$ cat src/rtl/mbist_march_ctrl.sv
// March C- sequencer for a single-port SRAM; streams each read mismatch to the repair allocator.
// Optional build macro MBIST_STOP_ON_FAIL_EN ends the test at the first mismatch.
module mbist_march_ctrl #(
   parameter int ADDR_W = 4,
   parameter int DATA_W = 8,
   parameter int CNT_W  = 4
) (
   input  logic              clk,
   input  logic              rst_n,
   input  logic              start,
   output logic [ADDR_W-1:0] mem_addr,
   output logic [DATA_W-1:0] mem_wdata,
   output logic              mem_we,
   output logic              mem_re,
   input  logic [DATA_W-1:0] mem_rdata,
   output logic              busy,
   output logic              done,
   output logic              fail,
   output logic              fail_valid,
   output logic [ADDR_W-1:0] fail_addr,
   output logic [CNT_W-1:0]  fail_count
);

   typedef enum logic [3:0] {
      S_IDLE, S_M0, S_M1, S_M2, S_M3, S_M4, S_M5, S_DONE
   } state_t;

   state_t            r_state;
   logic [ADDR_W-1:0] r_addr;
   logic              r_phase;
   logic              r_fail;
   logic [CNT_W-1:0]  r_fail_count;

   logic              w_active;
   logic              w_rw_elem;
   logic              w_cmp;
   logic              w_desc;
   logic              w_last;
   logic              w_step;
   logic              w_mismatch;
   logic              w_we_raw;
   logic [DATA_W-1:0] w_exp;
   state_t            w_next_elem;

   assign w_active   = (r_state != S_IDLE) && (r_state != S_DONE);
   assign w_rw_elem  = w_active && (r_state != S_M0);
   assign w_cmp      = w_rw_elem && r_phase;
   assign w_desc     = (r_state == S_M3) || (r_state == S_M4);
   assign w_last     = w_desc ? (r_addr == '0) : (r_addr == '1);
   assign w_step     = (r_state == S_M0) || w_cmp;
   assign w_exp      = ((r_state == S_M2) || (r_state == S_M4)) ? '1 : '0;
   assign w_mismatch = w_cmp && (mem_rdata != w_exp);
   assign w_we_raw   = (r_state == S_M0) || (w_cmp && (r_state != S_M5));
   assign w_next_elem = state_t'(r_state + 4'd1);

`ifdef MBIST_STOP_ON_FAIL_EN
   // The write that would follow a failing compare is dropped: the test ends here.
   assign mem_we = w_we_raw && !w_mismatch;
`else
   assign mem_we = w_we_raw;
`endif

   assign mem_re     = w_rw_elem && !r_phase;
   assign mem_wdata  = (mem_we && ((r_state == S_M1) || (r_state == S_M3))) ? '1 : '0;
   assign mem_addr   = r_addr;
   assign busy       = w_active;
   assign done       = (r_state == S_DONE);
   assign fail       = r_fail;
   assign fail_count = r_fail_count;
   assign fail_valid = w_mismatch;
   assign fail_addr  = w_mismatch ? r_addr : '0;

   always_ff @(posedge clk or negedge rst_n) begin
      if (!rst_n) begin
         r_state      <= S_IDLE;
         r_addr       <= '0;
         r_phase      <= 1'b0;
         r_fail       <= 1'b0;
         r_fail_count <= '0;
      end else begin
         if (w_mismatch) begin
            r_fail <= 1'b1;
            if (r_fail_count != '1) r_fail_count <= r_fail_count + 1'b1;
         end
         case (r_state)
            S_IDLE, S_DONE: begin
               if (start) begin
                  r_state      <= S_M0;
                  r_addr       <= '0;
                  r_phase      <= 1'b0;
                  r_fail       <= 1'b0;
                  r_fail_count <= '0;
               end
            end
            default: begin
               if (w_step) begin
                  r_phase <= 1'b0;
`ifdef MBIST_STOP_ON_FAIL_EN
                  if (w_mismatch) begin
                     r_state <= S_DONE;
                  end else
`endif
                  if (w_last) begin
                     // Next element starts at its own first address: top for descending passes.
                     r_state <= w_next_elem;
                     r_addr  <= ((w_next_elem == S_M3) || (w_next_elem == S_M4)) ? '1 : '0;
                  end else begin
                     r_addr <= w_desc ? r_addr - 1'b1 : r_addr + 1'b1;
                  end
               end else begin
                  r_phase <= 1'b1;
               end
            end
         endcase
      end
   end

endmodule

$ cat config.mk
export PLATFORM = sky130hd
export DESIGN_NAME = mbist_march_ctrl
export DESIGN_NICKNAME = d
export VERILOG_FILES = /design/src/rtl/mbist_march_ctrl.sv
export SDC_FILE = /design/constraint.sdc
export NUM_CORES = 1
export LEC_CHECK = 0
export ABC_CLOCK_PERIOD_IN_PS = 4450
export CAP_MARGIN = 10
export CORE_ASPECT_RATIO = 1.1
export CORE_MARGIN = 8
export CORE_UTILIZATION = 60
export CTS_CLUSTER_DIAMETER = 80
export DETAILED_ROUTE_END_ITERATION = 10
export DONT_BUFFER_PORTS = 1
export PLACE_DENSITY = 0.76
export SYNTH_ARGS = -nofsm -noshare
export SYNTH_HDL_FRONTEND = slang
export SYNTH_SLANG_ARGS = --single-unit
$ cat constraint.sdc
create_clock -name clk -period 4.45 [get_ports clk]
set_input_delay 0.445 -clock clk [delete_from_list [all_inputs] [get_ports clk]]
set_output_delay 0.445 -clock clk [all_outputs]
set_load 0.01 [all_outputs]
== Yosys cells after proc, flatten, opt, wreduce, memory -nomap -nowiden ==
Index checks and enable logic that the tools add are counted.

* Register bits: 14
* Input bits: 11

* Add/sub/neg operators: 4
* Eq/ne operators: 15
* Mux-type cells: 24
* Reduce and logical (&&, ||, !) cells: 22

{| class="wikitable"
|+ Operator list
! cell !! number
|-
| 4-bit two-way mux || 15
|-
| 4-bit by 3-bit == test with 1-bit output, second input constant || 5
|-
| 8-bit two-way mux || 2
|-
| 4-bit by 1-bit adder with 4-bit output, second input constant || 3
|-
| 4-bit by 2-bit == test with 1-bit output, second input constant || 2
|-
| 4-bit logical NOT || 2
|-
| 4-bit by 3-bit inequality test with 1-bit output, second input constant || 2
|-
| 8-bit inequality test || 1
|-
| 1-bit logical AND || 7
|-
| 1-bit two-way mux || 7
|-
| 1-bit logical OR || 6
|-
| 4-bit by 1-bit == test with 1-bit output, second input constant || 1
|-
| 4-bit == test, second input constant || 1
|-
| 4-bit by 1-bit inequality test with 1-bit output, second input constant || 1
|-
| 4-bit inequality test, second input constant || 1
|-
| 2-bit nonzero test || 2
|-
| 4-bit nonzero test || 1
|-
| 4-bit by 1-bit subtractor with 4-bit output, second input constant || 1
|-
| 3-bit AND reduction || 1
|-
| 2-bit inequality test, second input constant || 1
|-
| 2-bit AND reduction || 1
|-
| 2-bit OR reduction || 1
|-
| 1-bit logical NOT || 1
|}

== Longest topological paths before layout ==
* Word-level depth: 8
* Gate-level depth with buffers: 10

== Least setup slack after synthesis ==
Ideal clock, no wire load.

* Path type: register to output
* From: register r_state[0]
* To: output port mem_wdata[1]
* Arrival time: 2.544 ns
* Required time: 4.005 ns
* Path slack: 1.461 ns
* Cell stages (with the launch flop): 7
* Path buffers: 1
* Path through: dfrtp_1 ha_1 nor2b_1 o31ai_2 o21a_1 nor4_1 buf_4

* Word-level cells in the longest chain between the ends: 8
* Elaborated cells between the ends (all ways): 15
* Those cells by class: 6 x eq/ne; 1 x mux; 8 x reduce/logical

{| class="wikitable"
|+ RTL lines
! element !! RTL line !! RTL
|-
| start: declaration || 28 || <nowiki>state_t r_state;</nowiki>
|-
| start signal: assignment || 105 || <nowiki>r_state <= w_next_elem;</nowiki>
|-
| 4-bit by 3-bit inequality test with 1-bit output / 4-bit nonzero test (equally long branches) || 45 || <nowiki>assign w_active = (r_state != S_IDLE) && (r_state != S_DONE);</nowiki>
|-
| 1-bit logical AND || 45 ||
|-
| 1-bit logical AND || 46 || <nowiki>assign w_rw_elem = w_active && (r_state != S_M0);</nowiki>
|-
| 1-bit logical AND || 47 || <nowiki>assign w_cmp = w_rw_elem && r_phase;</nowiki>
|-
| 1-bit logical AND || 53 || <nowiki>assign w_we_raw = (r_state == S_M0) || (w_cmp && (r_state != S_M5));</nowiki>
|-
| 1-bit logical OR || 53 ||
|-
| 1-bit logical AND (*) || 64 || <nowiki>assign mem_wdata = (mem_we && ((r_state == S_M1) || (r_state == S_M3))) ? '1 : '0;</nowiki>
|-
| 8-bit two-way mux (*) || 64 ||
|-
| end: declaration || 12 || <nowiki>output logic [DATA_W-1:0] mem_wdata,</nowiki>
|}

Mark *: on every way between the ends. The rest lies on a longest branch, timed or not.

== Worst setup path after layout ==
Ends and elaborated chain as after synthesis.

==> results.cfg <==
[outcome]
outcome = finished clean

[critical_path]
critical-path-max-stage-delay_ns = 0.60
required_ns = 4.01
cp_top_family = simple AND/OR/NAND/NOR gates
cp_slowest_cell = nor4_2
reg2reg_depth = 7
cp-endpoint = mem_wdata[1]
startpoint = r_state[0]$_DFFE_PN0P_
crit_arrival_ns = 2.72
crit_fanout = 8
crit_path_start_kind = register
rr_startpoint = r_state[0]$_DFFE_PN0P_
path_cells = inv_1, ha_1, nor3_2, o31ai_2, o21a_1, nor4_2, buf_6
path_buf_inv = 2
path_depth = 7
rrSetupSlack_ns = 1.88
r2r-end = r_state[3]$_DFFE_PN0P_
critical_path_class = register to output port
end_kind = output port

[sta]
fin_skew_ns = 0.007683
maxClockFrequency_mhz = 315.6
rsz0062_at_grt = no
max_slew_margin_pct = 50.38
worst_pin_slew_ns = 0.7375
drv_slew = 0
period_minus_slack_ns = 3.168
post-route-period-util_pct = 71.20
finalSetupTns_ns = 0
finalSetupViolations = 0
finalHoldViolCount = 0

[logic_synthesis]
synthTopCellsByCount = 14 x dfrtp_1, 13 x nor2_1, 10 x inv_1, 10 x o21ai_0, 8 x buf_4
yosysTopAreaCell = dfrtp_1
syn-num-nets = 156
yosysSeqAreaShare_pct = 27.89
yosysWarnings = 0
synth_seq_cells = 14
netlist_instances = 137
ys_top_cells_by_area = dfrtp_1 28%, ha_1 7.0%, buf_4 4.8%
synth-main-ff-cell = dfrtp_1
synthMostInstantiatedCell = dfrtp_1
synth-edff-count = 0
synth_cell_types = 50
netlist_area_um2 = 1256
synth_area_per_cell_um2 = 9.169
async_reset_ff_share_pct = 100.0
synth_top_area_share_pct = 27.89

[route]
wl_mm = 2.854
num_vias = 995
avgRoutedWirePerCell_um = 17.84
firstDrtPassIters = 4
drcViolationCount = 0
drt_iter0_markers = 36
via_per_inst = 6.219
ant_nets = 0

[power]
p_int_mw = 0.1965
seqPwrFrac_pct = 59.8
vdd_drop_max_mv = 0.1376
total_power_mw = 0.2990
p_leak_nw = 0.5071
power_density_nw_per_um2 = 237.5
power.switching_mw = 0.1025
clkPwrFrac_pct = 25.8
comb_power_share_pct = 14.4
swShare_pct = 34.27

[global_route]
track_usage_pct = 16.33
grt_pass1_wl_mm = 4.836
grt_pass1_vias = 998
grt_start_max_net_pins = 18
grt-ovfl-total = 0
grt_antenna_before_repair = 0

[clocking]
cts.sinks = 14
postCtsHoldBufs = 1
postCtsSetupRepairBufs = 0
cts_resized = 0
clkTransAtPathRegs_ns = 0.09
insertion_delay_ns = 0.30
cts_inserted_buffers = 3
clk_path_buf_depth = 2
cts_tree = built
root_buffer = clkbuf_4
h-tree-depth = 1

[floorplan]
initial_core_util_pct = 62.83
die_w_um = 59.63
io_pins = 37
dieArea_um2 = 3815
num_rows = 17
dieHeight_um = 63.99
coreArea_um2 = 1999

[final_layout]
final_util_pct = 62.95
drive_gt1_share_pct = 15.15
area_growth_pct = 0.1994
fin_nets = 153
antennaDiodeCount = 0

[worst_hold_path]
min-delay-path-class = input port to register

[place]
gp_congestion = 0.8169
port_buffers = 0
place_hpwl_mm = 2.256

[job]
max_cap_viol_count = 0
-- layout make-up --
type	instances	area, um^2
Multi-Input combinational cell	103	792.0
Tap cell	28	35.03
Sequential cell	14	350.3
Timing Repair Buffer	2	21.27
Fill cell	171	740.7
Inverter	10	37.54
Clock buffer	3	22.52
-- worst reg2reg max path: stages (launching register included) --
cell and delay [ns]:
dfrtp_1 0.46, inv_1 0.11, ha_1 0.29, mux2i_1 0.14
or2_0 0.59, o21ai_4 0.19, a211oi_1 0.31, mux2_1 0.36
-- placed cells by master, fill, tap and decap left out, drive strengths merged, types with 2 or more instances in the layout --
cell	instances
inv	10
dfrtp	14
o211ai	3
or2	2
and3	2
o21ai	11
o21a	3
nor2b	3
ha	7
nor2	14
mux2	2
clkbuf	3
nand4	2
o31ai	4
mux2i	3
xnor2	2
a21oi	4
nand2	6
nor4	8
and2	3
nor3	4
nand3	3
a211oi	2
-- metrics by stage --
step / std cells / area, um^2 / hold WS [ns] / worst slack [ns]
floorplan: 137 / 1256 / 0.1494 / 1.461
finish: 160 / 1259 / 0.2441 / 1.282
global route: 160 / 1259 / 0.2372 / 1.077
global placement: 156 / 1226 / 0.1498 / 1.617
detailed placement: 156 / 1226 / 0.1498 / 1.571
CTS: 160 / 1259 / 0.2476 / 1.246
-- state kept, by name, indices dropped and copies added, names as in the netlist --
| register | count |
|---|---|
| fail | 1 |
| fail_count | 4 |
| mem_addr | 4 |
| r_phase | 1 |
| r_state | 4 |
-- worst min-delay path by stage --
stage               slack [ns]  cells past startpoint             endpoint   from
floorplan                 0.15                      0       fail$_DFF_PN0_  rst_n
global placement          0.15                      0  r_phase$_DFFE_PN0P_  rst_n
detailed placement        0.15                      0  r_phase$_DFFE_PN0P_  rst_n
CTS                       0.25                      1  r_phase$_DFFE_PN0P_  start
global route              0.24                      1  r_phase$_DFFE_PN0P_  start
finish                    0.24                      1  r_phase$_DFFE_PN0P_  start
-- layer usage --
layer	vias to the layer above	routed length [um]	global-route usage (%)
met4	0	63	8.060
met1	459	1110	18.41
met3	7	256	4.800
met5	-	0	0
met2	38	1423	27.03
li1	491	-	-
-- cell families after synthesis --
logic type                 Yosys count  share of synthesized area (%)
and+or+nand+nor                     55                          28.79
AOI/OAI and AO/OA                   32                          18.92
buffers and inverters               20                          9.562
DFF                                 14                          27.89
adders and majority gates            8                          8.565
muxes                                5                          4.183
xor gates and xnor gates             3                          2.092
-- power groups by stage --
stage	registers, mW	logic (mW)	clock network, mW
6_report	0.179	0.0430	0.0772
5_1_grt	0.184	0.0483	0.0828
4_1_cts	0.180	0.0436	0.0775
3_5_place_dp	0.182	0.0401	0
3_3_place_gp	0.180	0.0373	0
2_1_floorplan	0.173	0.0328	0
Note: power is estimated with default switching activity, not from simulation.
